**src/rtl/router_dst_rcv.sv**
```systemverilog
// Destination-side receiver for one router output port: waits a programmable delay after
// vld_out, drains one packet (header, payload, parity), streams payload and flags errors.
module router_dst_rcv #(
    parameter int         READ_DELAY = 5,
    parameter int         STALL_MAX  = 32,
    parameter logic [1:0] PORT_ID    = 2'd0,
    parameter int         CNT_W      = 16
) (
    input  logic             clock,
    input  logic             reset,
    input  logic             vld_out,
    input  logic [7:0]       data_out,
    output logic             read_enb,
    output logic [7:0]       pay_data,
    output logic             pay_valid,
    output logic             pkt_done,
    output logic [5:0]       pkt_len,
    output logic [1:0]       pkt_addr,
    output logic             parity_err,
    output logic             addr_err,
    output logic             pkt_abort,
    output logic             rcv_busy,
    output logic [CNT_W-1:0] pkt_cnt,
    output logic [CNT_W-1:0] err_cnt
);

    localparam int         STALL_W    = $clog2(STALL_MAX + 1);
    localparam logic [4:0] DLY_INIT   = (READ_DELAY > 0) ? 5'(READ_DELAY - 1) : 5'd0;
    localparam logic [STALL_W-1:0] STALL_LAST = STALL_W'(STALL_MAX - 1);

    typedef enum logic [1:0] {S_IDLE, S_WAIT, S_READ, S_DONE} state_t;

    state_t             state;
    state_t             state_nxt;
    logic [4:0]         dly;
    logic [6:0]         issued;
    logic [6:0]         captured;
    logic [6:0]         total;
    logic               hdr_known;
    logic [5:0]         len_sh;
    logic [1:0]         addr_sh;
    logic [7:0]         par;
    logic               rd_q;
    logic [STALL_W-1:0] stall;
    logic               perr_q;
    logic               last_byte;
    logic               abort;

    function automatic logic [CNT_W-1:0] sat_inc(input logic [CNT_W-1:0] v);
        return (&v) ? v : v + CNT_W'(1);
    endfunction

    assign total     = {1'b0, len_sh} + 7'd2;
    assign last_byte = rd_q && hdr_known && (captured == total - 7'd1);
    assign abort     = (state == S_READ) && !rd_q && (stall == STALL_LAST);

    always_ff @(posedge clock) begin
        if (reset) begin
            state <= S_IDLE;
        end else begin
            state <= state_nxt;
        end
    end

    // DONE doubles as IDLE so a queued packet starts its delay without a gap cycle
    always_comb begin
        state_nxt = state;
        case (state)
            S_IDLE, S_DONE: begin
                if (vld_out) begin
                    if (READ_DELAY == 0) state_nxt = S_READ;
                    else                 state_nxt = S_WAIT;
                end else begin
                    state_nxt = S_IDLE;
                end
            end
            S_WAIT: if (dly == 5'd0) state_nxt = S_READ;
            S_READ: begin
                if (abort)          state_nxt = S_IDLE;
                else if (last_byte) state_nxt = S_DONE;
            end
            default: state_nxt = S_IDLE;
        endcase
    end

    always_comb begin
        read_enb   = 1'b0;
        pkt_done   = 1'b0;
        parity_err = 1'b0;
        addr_err   = 1'b0;
        pkt_abort  = 1'b0;
        rcv_busy   = (state != S_IDLE);
        case (state)
            S_READ: begin
                // Header not yet seen: allow two reads, the minimum packet size
                read_enb  = vld_out && !abort && (hdr_known ? (issued < total) : (issued < 7'd2));
                pkt_abort = abort;
            end
            S_DONE: begin
                pkt_done   = 1'b1;
                parity_err = perr_q;
                addr_err   = (addr_sh != PORT_ID);
            end
            default: ;
        endcase
    end

    always_ff @(posedge clock) begin
        if (reset) begin
            dly       <= 5'd0;
            issued    <= 7'd0;
            captured  <= 7'd0;
            hdr_known <= 1'b0;
            rd_q      <= 1'b0;
            stall     <= '0;
            perr_q    <= 1'b0;
            pay_data  <= 8'd0;
            pay_valid <= 1'b0;
            pkt_len   <= 6'd0;
            pkt_addr  <= 2'd0;
            pkt_cnt   <= '0;
            err_cnt   <= '0;
        end else begin
            rd_q      <= read_enb;
            pay_valid <= 1'b0;
            if (state == S_WAIT) dly <= dly - 5'd1;
            else                 dly <= DLY_INIT;

            if (state != S_READ) begin
                issued    <= 7'd0;
                captured  <= 7'd0;
                hdr_known <= 1'b0;
                stall     <= '0;
            end else begin
                if (read_enb) issued <= issued + 7'd1;
                stall <= rd_q ? '0 : stall + STALL_W'(1);
                if (rd_q) begin
                    captured <= captured + 7'd1;
                    if (captured == 7'd0) begin
                        hdr_known <= 1'b1;
                    end else if ({1'b0, len_sh} >= captured) begin
                        pay_data  <= data_out;
                        pay_valid <= 1'b1;
                    end
                    if (last_byte) begin
                        pkt_len  <= len_sh;
                        pkt_addr <= addr_sh;
                        perr_q   <= ((par ^ data_out) != 8'd0);
                    end
                end
            end

            if (state == S_DONE) begin
                pkt_cnt <= sat_inc(pkt_cnt);
                if (parity_err || addr_err) err_cnt <= sat_inc(err_cnt);
            end
            if (abort) err_cnt <= sat_inc(err_cnt);
        end
    end

    // Header shadow and running parity are always reloaded by byte 0, so they carry no reset
    always_ff @(posedge clock) begin
        if (state == S_READ && rd_q) begin
            if (captured == 7'd0) begin
                len_sh  <= data_out[7:2];
                addr_sh <= data_out[1:0];
                par     <= data_out;
            end else begin
                par <= par ^ data_out;
            end
        end
    end

endmodule
```
**config.mk**
```make
export PLATFORM = sky130hd
export DESIGN_NAME = router_dst_rcv
export DESIGN_NICKNAME = d
export VERILOG_FILES = /design/src/rtl/router_dst_rcv.sv
export SDC_FILE = /design/constraint.sdc
export NUM_CORES = 1
export LEC_CHECK = 0
export CELL_PAD_IN_SITES_DETAIL_PLACEMENT = 1
export CELL_PAD_IN_SITES_GLOBAL_PLACEMENT = 1
export CORE_MARGIN = 4
export CORE_UTILIZATION = 40
export CTS_BUF_LIST = sky130_fd_sc_hd__clkbuf_4 sky130_fd_sc_hd__clkbuf_8
export DETAILED_ROUTE_END_ITERATION = 7
export PLACE_DENSITY = 0.77
export SLEW_MARGIN = 20
export SYNTH_ARGS = -nofsm -noshare
export SYNTH_HDL_FRONTEND = slang
export SYNTH_SLANG_ARGS = --single-unit
```
**constraint.sdc**
```tcl
create_clock -name clock -period 3.26 [get_ports clock]
set_clock_uncertainty 0.05 [all_clocks]
set_input_delay 0.652 -clock clock [delete_from_list [all_inputs] [get_ports clock]]
set_output_delay 0.652 -clock clock [all_outputs]
set_load 0.05 [all_outputs]
```
# --- After elaboration in Yosys (flattened, before gate mapping) ---
# Index checks and enable logic that the tools add are counted.
totals:
  reg_bits: 95
  inputBits: 11
  output_inout_bits: 55
op_classes:
  addsub: 8
  order_cmp: 3
  n_eq_ne: 8
  mux: 18
  n_bitwise: 6
  n_reduce_logical: 32
op_table:
  columns: ["op", "count"]
  rows:
  - ["16-bit 2-to-1 mux", 4]
  - ["16-bit by 1-bit adder with 16-bit output (second input constant)", 2]
  - ["16-bit AND reduction", 2]
  - ["7-bit by 1-bit adder with 7-bit output (second input constant)", 2]
  - ["2-bit AND reduction", 5]
  - ["1-bit 2-to-1 mux", 8]
  - ["8-bit 2-to-1 mux", 1]
  - ["2-bit nonzero test", 4]
  - ["8-bit nonzero test", 1]
  - ["8-bit bitwise XOR", 1]
  - ["6-bit by 2-bit adder with 7-bit output (second input constant)", 1]
  - ["7-bit equality test", 1]
  - ["6-bit by 7-bit greater-or-equal comparator with 1-bit output", 1]
  - ["1-bit logical AND", 7]
  - ["7-bit zero test", 1]
  - ["7-bit by 2-bit less-than comparator with 1-bit output (second input constant)", 1]
  - ["7-bit less-than comparator", 1]
  - ["7-bit by 1-bit subtractor with 7-bit output (second input constant)", 1]
  - ["6-bit by 1-bit adder with 6-bit output (second input constant)", 1]
  - ["6-bit by 5-bit equality test with 1-bit output (second input constant)", 1]
  - ["2-bit 2-to-1 mux", 3]
  - ["2-bit one-hot mux with 3 select lines", 1]
  - ["2-bit OR reduction", 3]
  - ["5-bit zero test", 1]
  - ["14 further kinds", 21]

# --- Depth between registers and ports, before layout ---
# Gate-level depths: netlist of run 1.
logic_depth:
  ltp_word: 7
  depth_mapped: 10
  mapped_depth_nobuf: 10

# --- Least setup slack after synthesis of run 1 ---
# No wires, ideal clock.
synth_timing:
  path_type: "reg2out"
  startpoint: "reg len_sh[1]"
  endpoint: "out read_enb"
  arrival_time_ps: 2281
  t_required_ps: 2558
  slack_ps: 277
  path_stages_with_launch: 10
  cell_sequence: "edfxtp_1 > and4_1 > or2_1 > buf_2 > ha_1 > a21o_1 > a21oi_1 > o21a_1 > o21ai_2 > inv_1"
synth_via:
  elab_chain_cells: 5
synth_rtl:
  columns: ["item", "line", "rtl"]
  rows:
  - ["start, declared", "40", "logic [5:0] len_sh;"]
  - ["start signal, assigned", "165", "len_sh <= data_out[7:2];"]
  - ["6-bit by 2-bit adder with 7-bit output", "53", "assign total = {1'b0, len_sh} + 7'd2;"]
  - ["7-bit less-than comparator", "96", "read_enb = vld_out && !abort && (hdr_known ? (issued < total) : (issued < 7'd2));"]
  - ["1-bit 2-to-1 mux", "96", null]
  - ["1-bit logical AND", "96", null]
  - ["1-bit 2-to-1 mux", "93", "case (state)"]
  - ["end, declared", "13", "output logic read_enb,"]
# No other way between the ends.

# --- Worst setup path after layout of run 1 ---
layout_timing:
  startpoint: "reg len_sh[2]"
  endpoint: "out read_enb"
# Same word-level chain as after synthesis.

==> results.sh, run 1 <==
export IMPL_status="completed"
export IMPL_die_height_um=120
export IMPL_crit_path_max_fanout=4
export IMPL_dp_slack_ns=0.191
export IMPL_setup_tns_ns=0
export IMPL_max_stage_delay_ns=0.52
export IMPL_route_met3_wl_um=422
export IMPL_crit_slowest_cell="edfxtp_1"
export IMPL_clk_pin_slew_ns=0.09
export IMPL_dr_total_vias=4209
export IMPL_n_antenna_cell=0
export IMPL_ys_async_sr_fraction_pct=0
export IMPL_initial_utilization_pct=41.1
export IMPL_layout_drive_gt1_share_pct=11.5
export IMPL_peakVddDrop_mv=0.179
export IMPL_synthTopCellsByCount="dfxtp_1, nor2_1, xnor2_1"
export IMPL_syn_inst=546
export IMPL_grt_usage_pct=18.3
export IMPL_core_area_um2=12100
export IMPL_viasPerCell=5.29
export IMPL_max_cap_viol_count=0
export IMPL_route_detailed_drc=0
export IMPL_rows=40
export IMPL_syn_num_nets=583
export IMPL_hold_violations=0
export IMPL_worstSetupStartpoint="len_sh[2]$_DFFE_PP_"
export IMPL_netlist_area_um2=4980
export IMPL_worstSetupEndpointType="primary output"
export IMPL_grt_max_degree=70
export IMPL_met1_length_um=6200
export IMPL_grt_pass1_wl_um=21500
export IMPL_yosys_cell_count_top_type="dfxtp_1"
export IMPL_synth_top_area_cell="dfxtp_1"
export IMPL_io_pins=66
export IMPL_dpl_cell_area_um2=5810
export IMPL_die_w_um=120
export IMPL_p_leak_uw=0.00227
export IMPL_synth_area_leaders="dfxtp_1, edfxtp_1, xnor2_1"
export IMPL_clk_latency_ns=0.37
export IMPL_fin_crit_sh_pct=98.3
export IMPL_crit_chain="ha_4 > nand3_1 > xnor2_2 > inv_2 > ha_4 > nand3_1 > o21a_2 > o21ai_2 > inv_2 > buf_12"
export IMPL_min_period_ns=3.20
export IMPL_cts_tree="built"
export IMPL_drt_iter0_drc=162
export IMPL_gp_congestion=0.868
export IMPL_yosysUniqueCellTypes=55
export IMPL_relSlewSlack_pct=48.2
export IMPL_cts_buffers=9
export IMPL_fin_cells=796
export IMPL_holdBufCountCts=0
export IMPL_r2r_start="len_sh[2]$_DFFE_PP_"
export IMPL_avgSynthCellArea_um2=9.12
export IMPL_fmax_ghz=0.312
export IMPL_dp_cells=764
export IMPL_numPortBuffers=65
export IMPL_top_layer="met4"
export IMPL_synth_seq_area_share_pct=41.4
export IMPL_grt_pass1_vias=4325
export IMPL_stdcell_area_um2=6210
export IMPL_cts_max_level=3
export IMPL_final_nets=660
export IMPL_hp_class="reg2reg"
export IMPL_die_area_um2=14300
export IMPL_crit_type="reg2out"
export IMPL_wl_met2_um=6420
export IMPL_finish_utilization_pct=51.3
export IMPL_hold_start="stall[0]$_SDFF_PP0_"
export IMPL_slew_violations=0
export IMPL_fin_ws_ns=0.0566
export IMPL_wire_per_inst_um=16.7
export IMPL_dp_hpwl_um=9500
export IMPL_dr_pass1_iters=4
export IMPL_power_density_nw_per_um2=336
export IMPL_ys_ff_latch=95
export IMPL_cts_root_buf="clkbuf_8"
export IMPL_area_growth_pct=24.8
export IMPL_synth_top_cell_area_share_pct=31.8
export IMPL_worst_slew_pin_slew_ns=0.775
export IMPL_synth_edff_count=16
export IMPL_synthFlopType="dfxtp_1"
export IMPL_fill_cells=1421
export IMPL_critPathArrivalTime_ns=2.50
export IMPL_grt_overflow_total=0
export IMPL_antenna_found_initial=0
export IMPL_yosys_warnings=0
export IMPL_start_kind="register"
export IMPL_clk_path_buf_depth=2
export IMPL_cts_sinks=95
export IMPL_finalWirelength_um=13300
export IMPL_setup_viol=0
export IMPL_ant_nets=0
export IMPL_worst_ep_required_time_ns=2.56
[power breakdown]
part	leakage, uW	internal, uW	switching (uW)
logic	0.00139	40.3	63.1
clock network	0.000100	362	422
registers	0.000781	1200	5.10
total	0.00227	1600	490
[flip-flops by register name (all words and copies together) (netlist names)]
register / count
addr_sh: 2
captured: 7
dly: 5
err_cnt: 16
hdr_known: 1
issued: 7
len_sh: 6
par: 8
pay_data: 8
pay_valid: 1
perr_q: 1
pkt_addr: 2
pkt_cnt: 16
pkt_len: 6
rd_q: 1
stall: 6
state: 2
[path summary, 6_finish.rpt]
path              cells past startpoint  slack (ns)                 endpoint
setup / recovery                     10        0.06                 read_enb
hold / removal                        1        0.40      stall[0]$_SDFF_PP0_
setup reg to reg                     11        0.49  pkt_len[4]$_SDFFE_PP0P_
hold reg to reg                       1        0.40      stall[0]$_SDFF_PP0_
[cell families (layout without fill, tap and decap cells)]
| group | Yosys count | count (layout) | share of synthesized area (%) |
|---|---|---|---|
| flip-flops | 95 | 95 | 41.4 |
| multiplexers | 12 | 12 | 2.41 |
| AO/OA/AOI/OAI | 71 | 71 | 9.88 |
| buffers and inverters | 49 | 131 | 3.82 |
| adder cells (fa/ha/maj) | 26 | 26 | 6.53 |
| XOR/XNOR | 66 | 66 | 12.2 |
| AND/OR/NAND/NOR | 227 | 227 | 23.7 |
[metal layers]
layer	track usage (%)	vias up
met1	23.7	2045
met4	6.30	0
met3	3.30	23
li1	-	2057
met5	0	-
met2	30.8	84
[metrics by stage]
step,hold WS (ns),total power (uW)
floorplan,0.363,1290
global placement,0.371,1330
detailed placement,0.385,1330
CTS,0.399,2120
global route,0.423,2180
finish,0.400,2090
[layout make-up]
class | instances | area, um^2 | area share, %
timing repair buffer | 89 | 843 | 13.6
clock inverter | 6 | 60.1 | 0.967
multi-input combinational | 402 | 2810 | 45.2
sequential | 95 | 2060 | 33.2
inverter | 26 | 97.6 | 1.57
clock buffer | 10 | 131 | 2.12
tap | 168 | 210 | 3.38
[cell usage in the layout (no fill, tap or decap), drive strengths merged, types with 11 or more instances in the layout]
cell type,instances
edfxtp,16
buf,26
a31oi,11
nand4,12
inv,28
dfxtp,79
clkdlybuf4s50,63
o21ai,18
nand2,42
ha,26
xnor2,45
xor2,20
mux2i,12
a21oi,14
nor3b,17
nand3,33
nor2,61
nor3,14
[critical path, delay by kind of cell, from the launching register on]
| family | cells | cell delay, ns |
|---|---|---|
| XOR/XNOR | 1 | 0.27 |
| AND/OR/NAND/NOR | 2 | 0.19 |
| buffers and inverters | 3 | 0.30 |
| flip-flops | 1 | 0.52 |
| adder cells (fa/ha/maj) | 2 | 0.48 |
| AO/OA/AOI/OAI | 2 | 0.37 |
[repair_timing]
item	in CTS	in global routing
setup buffers	10	7
setup endpoints to repair	1	1
pin swaps	1	6
gates cloned	0	0
resized for setup	2	15
(Power assumes the default switching activity.)
==> run 2, diff against run 1 <==
--- a/config.mk
+++ b/config.mk
@@ -5,6 +5,7 @@
 export SDC_FILE = /design/constraint.sdc
 export NUM_CORES = 1
 export LEC_CHECK = 0
+export ABC_CLOCK_PERIOD_IN_PS = 3260
 export CELL_PAD_IN_SITES_DETAIL_PLACEMENT = 1
 export CELL_PAD_IN_SITES_GLOBAL_PLACEMENT = 1
 export CORE_MARGIN = 4
==> results of run 2 <==
Same layout as run 1: the final DEF is identical, and so are final timing and power.
==> run 3, diff against run 2 <==
--- a/config.mk
+++ b/config.mk
@@ -8,6 +8,7 @@
 export ABC_CLOCK_PERIOD_IN_PS = 3260
 export CELL_PAD_IN_SITES_DETAIL_PLACEMENT = 1
 export CELL_PAD_IN_SITES_GLOBAL_PLACEMENT = 1
+export CORE_ASPECT_RATIO = 1.1
 export CORE_MARGIN = 4
 export CORE_UTILIZATION = 40
 export CTS_BUF_LIST = sky130_fd_sc_hd__clkbuf_4 sky130_fd_sc_hd__clkbuf_8
==> run 3 against run 2 <==
  * Core utilization shrank 0.42 points
  * Die area about the same
  * Largest power group unchanged
  * Clock-buffer cell count stayed put
  * Clock power increased by 13%
  * Final cell count decreased by 2.4%
  * Sequential share of layout area rose by 0.36 points
  * Flip-flop and latch count is the same
  * Hold slack got worse by 0.015 ns
==> results.sh, run 3 (synthesis results as in run 1) <==
export IMPL_status="completed"
export IMPL_die_area_um2=14300
export IMPL_finish_utilization_pct=50.9
export IMPL_viasPerCell=5.50
export IMPL_cts_buffers=9
export IMPL_stdcell_area_um2=6150
export IMPL_min_period_ns=3.15
export IMPL_fill_cells=1418
export IMPL_finalWirelength_um=13100
export IMPL_grt_max_degree=70
export IMPL_crit_chain="and4_1 > or2_4 > ha_1 > a21o_1 > a21oi_1 > o21a_2 > o21ai_2 > inv_2 > buf_12"
export IMPL_r2r_start="len_sh[1]$_DFFE_PP_"
export IMPL_grt_usage_pct=18.5
export IMPL_final_nets=655
export IMPL_die_w_um=114
export IMPL_grt_pass1_wl_um=21600
export IMPL_fin_crit_sh_pct=96.5
export IMPL_clk_latency_ns=0.38
export IMPL_grt_overflow_total=0
export IMPL_clk_path_buf_depth=2
export IMPL_wire_per_inst_um=16.9
export IMPL_peakVddDrop_mv=0.212
export IMPL_crit_path_max_fanout=5
export IMPL_cp_num_buf_inv=2
export IMPL_worst_ep_required_time_ns=2.56
export IMPL_use_met2_pct=29.9
export IMPL_crit_type="reg2out"
export IMPL_slew_violations=0
export IMPL_ant_nets=0
export IMPL_setup_viol=0
export IMPL_dp_hpwl_um=9520
export IMPL_max_stage_delay_ns=0.50
export IMPL_power_uw=2190
export IMPL_crit_slowest_cell="edfxtp_1"
export IMPL_largest_registers="err_cnt: 16 flops, pkt_cnt: 16 flops"
export IMPL_max_cap_viol_count=0
export IMPL_fin_cells=777
export IMPL_cts_max_level=3
export IMPL_relSlewSlack_pct=50.4
export IMPL_critPathArrivalTime_ns=2.44
export IMPL_drt_iter0_drc=156
export IMPL_dr_total_vias=4275
export IMPL_layout_drive_gt1_share_pct=10.3
export IMPL_path_delay_family="compound AO/OA/AOI/OAI gates"
export IMPL_p_leak_uw=0.00225
export IMPL_die_height_um=125
export IMPL_top_usage_layer="met2"
export IMPL_area_growth_pct=23.5
export IMPL_dr_pass1_iters=4
export IMPL_fmax_ghz=0.318
export IMPL_worstSetupStartpoint="len_sh[1]$_DFFE_PP_"
export IMPL_layout_commonest_cell="dfxtp_1"
export IMPL_dp_cells=750
export IMPL_cts_root_buf="clkbuf_8"
export IMPL_numPortBuffers=65
export IMPL_antenna_found_initial=0
export IMPL_layout_common_cells="dfxtp_1, clkdlybuf4s50_1, nor2_1, nand2_1, xnor2_1"
export IMPL_clk_pin_slew_ns=0.09
export IMPL_route_detailed_drc=0
export IMPL_gp_congestion=0.848
export IMPL_cts_sinks=95
export IMPL_grt_pass1_vias=4282
export IMPL_dpl_cell_area_um2=5790
export IMPL_io_pins=66
export IMPL_hold_start="stall[0]$_SDFF_PP0_"
export IMPL_hold_violations=0
export IMPL_cts_tree="built"
export IMPL_worst_slew_pin_slew_ns=0.742
export IMPL_met3_usage_pct=3.09
export IMPL_start_kind="register"
export IMPL_rows=42
export IMPL_core_area_um2=12100
export IMPL_worstSetupEndpointType="primary output"
export IMPL_power_density_nw_per_um2=356
export IMPL_use_met1_pct=24.4
export IMPL_initial_utilization_pct=41.2
export IMPL_hp_class="reg2reg"
export IMPL_n_antenna_cell=0
-- run 3: changes by cell type in the layout (fill, tap and decap cells not counted), moves of 2 or more --
cell	previous run	this run
inv_6	0	2
ha_4	4	2
inv_4	2	0
clkinv_2	2	0
buf_4	22	19
buf_6	2	0
-- run 3: worst reg2reg max path: cells and delay by family (launching register included) --
kind	cells	cell delay (ns)
compound gates	1	0.42
buf+inv	4	0.66
fa+ha+maj	1	0.26
simple gates	4	0.69
mux	1	0.19
flops	1	0.50
-- run 3: worst paths after layout --
kind              cells past startpoint  slack (ns)                      end
setup / recovery                      9        0.11                 read_enb
setup reg to reg                     11        0.35  pkt_len[2]$_SDFFE_PP0P_
hold reg to reg                       1        0.38      stall[0]$_SDFF_PP0_
hold / removal                        1        0.38      stall[0]$_SDFF_PP0_
-- run 3: where the power goes --
part,switching (uW),internal [uW]
sequential,5.54,1200
combinational,62.6,40.0
clock,440,446
-- run 3: area by class of cell --
cell class / instances / area, um^2 / area share (%)
Multi-Input combinational cell: 402 / 2770 / 45.1
Clock inverter: 6 / 92.6 / 1.51
Clock buffer: 10 / 131 / 2.14
Sequential cell: 95 / 2060 / 33.6
Inverter: 26 / 97.6 / 1.59
Timing Repair Buffer: 84 / 798 / 13.0
Tap cell: 154 / 193 / 3.13
-- run 3: layer usage --
layer | vias up | wire (um)
met5 | - | 0
met4 | 0 | 291
met3 | 29 | 510
met2 | 100 | 6240
met1 | 2097 | 6100
li1 | 2049 | -
-- run 3: what timing repair did --
| item | in CTS | in global routing |
|---|---|---|
| buffers inserted | 7 | 4 |
| endpoints found under the hold margin | 0 | 0 |
| pin swaps | 0 | 4 |
| endpoints found under the setup margin | 1 | 2 |
| resized for setup | 3 | 9 |
| hold buffers | 0 | 0 |
-- run 3: metrics by stage --
stage | setup TNS [ns] | setup slack, ns | hold slack, ns
final | 0 | 0.115 | 0.385
after global routing | -0.00336 | -0.00336 | 0.416
after CTS | 0 | 0.0333 | 0.401
after detailed placement | 0 | 0.228 | 0.383
after global placement | 0 | 0.315 | 0.370
after floorplan | 0 | 0.277 | 0.363
